[src/rtl/truth_table_reader.sv]
// truth_table_reader: drives minterms 00..11 into a 2-input gate, captures its truth table and grades it.
// Optional TRUTH_TABLE_READER_DUAL_EN adds a second captured table and an equivalence check.
module truth_table_reader #(
    parameter int SETTLE = 1
) (
    input  logic       clk,
    input  logic       reset,
    input  logic       start,
    input  logic [3:0] expected,
    output logic       x,
    output logic       y,
    input  logic       s,
`ifdef TRUTH_TABLE_READER_DUAL_EN
    input  logic       s_b,
    output logic [3:0] table_b,
    output logic [3:0] diff_mask,
    output logic       equiv,
`endif
    output logic       busy,
    output logic       done,
    output logic [3:0] table_o,
    output logic       match,
    output logic [3:0] mismatch_mask
);
    typedef enum logic [2:0] {IDLE, APPLY, WAIT, SAMPLE, DONE} state_t;
    state_t     state_q;
    logic [1:0] idx_q;
    logic [3:0] cnt_q;
    logic [3:0] table_q;
    logic [3:0] exp_q;
    logic       x_q, y_q, busy_q, done_q, valid_q;
`ifdef TRUTH_TABLE_READER_DUAL_EN
    logic [3:0] table_b_q;
`endif
    always_ff @(posedge clk) begin
        if (reset) begin
            state_q   <= IDLE;
            idx_q     <= '0;
            cnt_q     <= '0;
            table_q   <= '0;
            exp_q     <= '0;
            x_q       <= 1'b0;
            y_q       <= 1'b0;
            busy_q    <= 1'b0;
            done_q    <= 1'b0;
            valid_q   <= 1'b0;
`ifdef TRUTH_TABLE_READER_DUAL_EN
            table_b_q <= '0;
`endif
        end else begin
            case (state_q)
                IDLE: if (start) begin
                    exp_q     <= expected;
                    idx_q     <= '0;
                    table_q   <= '0;
`ifdef TRUTH_TABLE_READER_DUAL_EN
                    table_b_q <= '0;
`endif
                    busy_q    <= 1'b1;
                    valid_q   <= 1'b0;
                    state_q   <= APPLY;
                end
                APPLY: begin
                    x_q     <= idx_q[1];
                    y_q     <= idx_q[0];
                    cnt_q   <= 4'(SETTLE);
                    state_q <= (SETTLE == 0) ? SAMPLE : WAIT;
                end
                WAIT: begin
                    cnt_q <= cnt_q - 4'd1;
                    if (cnt_q == 4'd1) state_q <= SAMPLE;
                end
                SAMPLE: begin
                    table_q[idx_q]   <= s;
`ifdef TRUTH_TABLE_READER_DUAL_EN
                    table_b_q[idx_q] <= s_b;
`endif
                    // done and busy are registered here so they change on the edge entering DONE
                    if (idx_q == 2'd3) begin
                        done_q  <= 1'b1;
                        busy_q  <= 1'b0;
                        valid_q <= 1'b1;
                        state_q <= DONE;
                    end else begin
                        idx_q   <= idx_q + 2'd1;
                        state_q <= APPLY;
                    end
                end
                DONE: begin
                    done_q  <= 1'b0;
                    state_q <= IDLE;
                end
                default: state_q <= IDLE;
            endcase
        end
    end
    assign x       = x_q;
    assign y       = y_q;
    assign busy    = busy_q;
    assign done    = done_q;
    assign table_o = table_q;
    // valid_q keeps the grade at 0 after reset, where table and expected are both 0
    assign match         = valid_q && (table_q == exp_q);
    assign mismatch_mask = valid_q ? (table_q ^ exp_q) : 4'b0;
`ifdef TRUTH_TABLE_READER_DUAL_EN
    assign table_b   = table_b_q;
    assign diff_mask = valid_q ? (table_q ^ table_b_q) : 4'b0;
    assign equiv     = valid_q && (table_q == table_b_q);
`endif
endmodule

[config.mk]
export PLATFORM = sky130hd
export DESIGN_NAME = truth_table_reader
export DESIGN_NICKNAME = d
export VERILOG_FILES = /design/src/rtl/truth_table_reader.sv
export SDC_FILE = /design/constraint.sdc
export NUM_CORES = 1
export LEC_CHECK = 0
export CORE_AREA = 2 2 57 59
export DETAILED_ROUTE_END_ITERATION = 10
export DIE_AREA = 0 0 59 61
export GPL_ROUTABILITY_DRIVEN = 0
export PLACE_DENSITY_LB_ADDON = 0.3
export RECOVER_POWER = 25
export SLEW_MARGIN = 20
export SYNTH_ARGS = -nofsm -noshare
export SYNTH_HDL_FRONTEND = slang
export SYNTH_SLANG_ARGS = --single-unit
[constraint.sdc]
create_clock -name clk -period 1.65 [get_ports clk]
set_input_delay 0.33 -clock clk [delete_from_list [all_inputs] [get_ports clk]]
set_output_delay 0.33 -clock clk [all_outputs]
set_load 0.02 [all_outputs]
==> impl_metrics.csv, run 1 <==
group,metric,value,unit
outcome,status,"completed",
global_route,grt_pass1_vias,906,
drt,drtIter0Drc,22,
clock_network,numCtsBuffers,3,
timing,hold_viol_final,0,
setup_path,arrival,1790,ps
setup_path,reg2reg_depth,3,
setup_path,criticalPathCategory,"input pin to register",
synthesis,synth_seq_cells,22,
synthesis,synth_area_leader_cell,"dfxtp_1",
finish,layout_commonest_cell,"dfxtp_1",
power_and_ir_drop,ir_drop,427,µV
clock_network,cts.clk_slew.worst_paths,120,ps
synthesis,synth_compound_area_share,13.4,%
floorplan,die_x,59,µm
global_route,grt_usage,14.5,%
synthesis,synthXorXnorAreaFrac,3.87,%
finish,final_cells,186,
finish,drive_gt1_share,19.6,%
timing,worst_slew_pin_slew,388,ps
setup_path,end_kind,"register",
setup_path,path_max_fanout,12,
clock_network,clockBufferDepth,2,
drt,firstDrtPassIters,4,
floorplan,fp.coreArea,2950,µm²
place,port_buffers,20,
synthesis,avgSynthCellArea,8.85,µm²
drt,antenna_left,0,
power_and_ir_drop,leakage,0.573,nW
clock_network,cts_setup_buffers,0,
synthesis,synthAdderAreaFrac,6.63,%
finish,area_delta_synth_final,29.1,%
place,post-dp-hpwl,1800,µm
timing,setup_viol_count_final,0,
min_path,hold_depth,2,
setup_path,reg2reg_from,"state_q[1]$_SDFFE_PP0P_",
timing,period_share,96.9,%
timing,min_period,1600,ps
synthesis,muxShareOfSynthArea,5.30,%
setup_path,crit_path_start_kind,"input pin",
timing,skew,7.09,ps
drt,avgRoutedWirePerCell,12.5,µm
place,post-place-cells,183,
clock_network,cts_root_buf,"clkbuf_4",
global_route,grt_max_degree,16,
timing,report.final.slew_viol_count,0,
clock_network,clk_latency,290,ps
synthesis,synthSimpleGateAreaFrac,25.5,%
finish,final_util,49.5,%
power_and_ir_drop,p_per_area,792,nW/µm²
synthesis,seq_area_frac_synth,38.9,%
setup_path,crit_family,"buffers and inverters",
finish,layout_common_cells,"16 x dfxtp_1, 12 x buf_4, 9 x nand2_1",
clock_network,h-tree-depth,1,
synthesis,synthesis.nets,142,
min_path,holdPathEnd,"busy$_SDFFE_PP0P_",
setup_path,cp_data_required_time,1850,ps
floorplan,die-area,3600,µm²
timing,fmax,626,MHz
floorplan,ios,21,
synthesis,synth_cells,128,
synthesis,synth.distinct_cells,36,
drt,dr_total_vias,981,
timing,relSlewSlack,74.1,%
global_route,grt_antenna_before_repair,0,
setup_path,r2r_end,"cnt_q[3]$_SDFFE_PP0P_",
floorplan,die_h,61,µm
synthesis,yosysWarningCount,0,
finish,nNetsFinal,169,
drt,routed_wirelength,2320,µm
timing,rsz0062_at_grt,"no",
clock_network,cts_tree,"done",
drt,viasPerCell,5.27,
floorplan,num_rows,20,
synthesis,ys_top_cells_by_area,"dfxtp_1 39%, ha_1 6.6%, mux2i_1 5.3%, nand3b_1 4.6%, a31oi_1 3.9%",
setup_path,cp_slowest_cell,"dlygate4sd3_1",
drt,drcViolationCount,0,
flow_run,maxCapViolations,0,
min_path,worstHoldPathType,"register to register",
synthesis,synth_top_family_by_area,"simple AND/OR/NAND/NOR gates",
synthesis,synth_top_area_share,38.9,%
setup_path,path_buf_inv,2,
setup_path,reg2reg_setup_slack,120,ps
clock_network,cts_sinks,22,
min_path,min-delay-start,"busy$_SDFFE_PP0P_",
floorplan,start_util,38.3,%
global_route,grt_pass1_wl,4090,µm
synthesis,synthesis.area,1130,µm²
finish,antenna_cells,0,
global_route,overflow,0,
setup_path,path_cells,"dlygate4sd3_1, or4b_1, clkbuf_2, mux2i_1, nor2_1",
setup_path,slowest_delay,530,ps
==> synth_stat cells (all sizes together) <==
library cell,n
nand4b,1
inv,6
buf,3
o21a,1
a31oi,7
nor4,1
a21oi,7
a21o,1
nor4b,3
o21ai,5
xnor2,2
o211ai,2
dfxtp,22
nor2b,1
or4,1
nand3b,7
nor3b,1
or3,1
or4b,2
nor2,8
xor2,3
and4b,1
and2,4
ha,6
mux2i,6
nor3,1
nand3,5
a221oi,1
nand2,9
clkbuf,7
a2111oi,1
nor4bb,1
and3b,1
==> how the worst max path moves through the flow <==
stage	cells after the start	end	startpoint
floorplan	6	exp_q[2]$_SDFFE_PP0P_	state_q[0]$_SDFFE_PP0P_
global placement	5	exp_q[3]$_SDFFE_PP0P_	start
detailed placement	5	exp_q[1]$_SDFFE_PP0P_	start
CTS	3	mismatch_mask[0]	exp_q[0]$_SDFFE_PP0P_
global route	4	match	exp_q[2]$_SDFFE_PP0P_
finish	5	exp_q[1]$_SDFFE_PP0P_	start
==> sequential cells by signal (all words and copies together) (netlist names) <==
signal   cells
busy         1
cnt_q        4
done         1
exp_q        4
idx_q        2
state_q      3
table_o      4
valid_q      1
x            1
y            1
==> what timing repair did <==
item / in CTS / in global routing
hold buffers: 0 / 0
gates cloned: 0 / 0
endpoints found under the setup margin: 9 / 7
pin swaps: 1 / 1
resized for setup: 20 / 13
==> power breakdown <==
group          switching [mW]  internal [mW]  total, mW
combinational           0.151          0.148      0.299
sequential             0.0474          0.577      0.624
clock                   0.150         0.0847      0.234
==> cell families after synthesis <==
kind of cell / Yosys count
AO/OA/AOI/OAI: 25
adder cells (fa/ha/maj): 6
buffers and inverters: 16
AND/OR/NAND/NOR: 48
multiplexers: 6
XOR/XNOR: 5
flip-flops: 22
==> final cells by class <==
class                      instances  area [µm²]
clock buffer                       3        22.5
fill                             293        1490
inverter                           6        22.5
multi-input combinational         90         656
sequential                        22         448
tap                               33        41.3
timing repair buffer              32         272
==> worst reg2reg max path: stages, from the launching register on <==
cell,delay (ps)
dfxtp_1,440
or4b_1,480
or4_1,400
a31oi_1,160
==> metrics by stage <==
stage	worst slack, ps	hold WS, ps	TNS [ps]	power, mW	instance area (µm²)
4_1_cts	3.38	481	0	1.17	1440
3_5_place_dp	-101	464	-880	0.935	1420
6_report	51.8	472	0	1.16	1460
5_1_grt	1.98	532	0	1.23	1460
2_1_floorplan	161	409	0	0.844	1140
3_3_place_gp	-83.5	446	-725	0.923	1420
==> routing by layer <==
layer,GRT usage (%),part of all wire [%]
met3,2.13,3.1
met4,4.55,1.2
met5,0,0
met2,25.4,49
met1,18.3,47
No activity file was read; power rests on OpenSTA's default activity.
==> run 2, diff against run 1 <==
- TNS_END_PERCENT: unset -> 30
==> impl_metrics.csv, run 2 (synthesized netlist as in run 1, its figures left out) <==
group,metric,value,unit
outcome,status,"completed",
floorplan,num_rows,20,
drt,dr_total_vias,979,
timing,rsz0062_at_grt,"yes",
drt,firstDrtPassIters,4,
timing,worst_hold_slack,471,ps
power_and_ir_drop,combPwrFrac,25.8,%
global_route,busiest_layer,"met2",
power_and_ir_drop,switchingPower,0.349,mW
timing,skew,6.72,ps
setup_path,crit_path_start_kind,"register",
timing,period_share,97.0,%
floorplan,die_x,59,µm
timing,setup_viol_count_final,0,
flow_run,maxCapViolations,0,
timing,hold_viol_final,0,
place,place_ws,-101,ps
finish,antenna_cells,0,
finish,layout_commonest_cell,"dfxtp_1",
clock_network,cts_hold_buf,0,
global_route,grt_pass1_vias,903,
clock_network,cts_tree,"done",
global_route,use_met1,18.3,%
power_and_ir_drop,clkPwrFrac,20.3,%
global_route,grt_max_degree,16,
global_route,overflow,0,
floorplan,die_h,61,µm
timing,report.final.slew_viol_count,0,
timing,worst_slew_pin_slew,388,ps
floorplan,start_util,38.3,%
power_and_ir_drop,seqPwrFrac,53.9,%
timing,setup_tns,0,ps
timing,min_period,1600,ps
drt,antenna_left,0,
place,port_buffers,20,
finish,num-fill-cells,294,
setup_path,path_max_fanout,2,
drt,avgRoutedWirePerCell,12.4,µm
finish,layout_common_cells,"18 x dfxtp_1, 12 x buf_4, 9 x nand2_1, 9 x clkdlybuf4s50_1, 8 x nor2_1",
clock_network,clk_latency,290,ps
global_route,grtUsageMet3,1.92,%
power_and_ir_drop,p_per_area,794,nW/µm²
global_route,grt_pass1_wl,4080,µm
setup_path,arrival,1270,ps
power_and_ir_drop,switching_share,30.1,%
finish,area_delta_synth_final,28.8,%
global_route,grt_antenna_before_repair,0,
clock_network,cts.clk_slew.worst_paths,120,ps
clock_network,clockBufferDepth,2,
clock_network,cts_root_buf,"clkbuf_4",
clock_network,h-tree-depth,1,
drt,routed_wirelength,2310,µm
power_and_ir_drop,internal_power,0.810,mW
setup_path,criticalPathCategory,"register to output pin",
min_path,worstHoldPathType,"register to register",
clock_network,numCtsBuffers,3,
floorplan,ios,21,
floorplan,die-area,3600,µm²
drt,drcViolationCount,0,
floorplan,fp.coreArea,2950,µm²
power_and_ir_drop,ir_drop,427,µV
drt,drtIter0Drc,16,
drt,viasPerCell,5.26,
timing,relSlewSlack,74.1,%
setup_path,end_kind,"output pin",
timing,fmax,625,MHz
power_and_ir_drop,leakage,0.572,nW
finish,nNetsFinal,169,
place,post-dp-hpwl,1800,µm
clock_network,cts_setup_buffers,0,
clock_network,cts_sinks,22,
setup_path,cp_data_required_time,1320,ps
timing,fin_ws,49.0,ps
global_route,grt_usage,14.4,%
finish,drive_gt1_share,18.3,%
global_route,use_met2,25.4,%
## run 2: path summary, 6_finish.rpt
kind | from | endpoint | slack, ps | depth (start not counted)
setup / recovery | exp_q[1]$_SDFFE_PP0P_ | match | 50 | 3
hold / removal | busy$_SDFFE_PP0P_ | busy$_SDFFE_PP0P_ | 470 | 2
setup reg to reg | state_q[1]$_SDFFE_PP0P_ | cnt_q[3]$_SDFFE_PP0P_ | 120 | 3
hold reg to reg | busy$_SDFFE_PP0P_ | busy$_SDFFE_PP0P_ | 470 | 2
## run 2: through the flow
step	total power, mW	std cells	cell area, µm²	utilization, %
after floorplan	0.844	128	1140	-
after global placement	0.923	183	1420	48.1
after detailed placement	0.935	183	1420	48.1
after CTS	1.17	186	1450	49.1
after global routing	1.23	186	1460	49.4
final	1.16	186	1460	49.4
## run 2: power groups by stage
stage	Combinational (mW)	Clock, mW	Sequential [mW]
3_3_place_gp	0.294	0	0.629
2_1_floorplan	0.226	0	0.618
5_1_grt	0.333	0.264	0.635
3_5_place_dp	0.303	0	0.632
4_1_cts	0.304	0.242	0.621
6_report	0.299	0.235	0.624
## run 2: worst max-delay path, stage by stage, from the launching register on
cell and delay, ps:
dfxtp_2 360, xor2_2 180, nor4_2 260, buf_4 180
## run 2: routing by layer
| metal | up-vias | part of all wire (%) |
|---|---|---|
| met5 | - | 0 |
| met1 | 460 | 47 |
| met4 | 0 | 1.2 |
| li1 | 501 | - |
| met2 | 16 | 49 |
| met3 | 2 | 2.6 |
## run 2: final cells by class
class,count,area (µm²),share of cell area (%)
clock buffers,3,22.5,1.54
multi-input cells,90,656,44.9
well taps,33,41.3,2.83
inverters,6,22.5,1.54
repair buffers,32,272,18.6
flip-flops and latches,22,445,30.5
## run 2: timing repair
item,CTS,global route
pin swaps,1,0
gates resized for setup,19,12
endpoints found under the setup margin,9,7
hold endpoints to repair,0,0
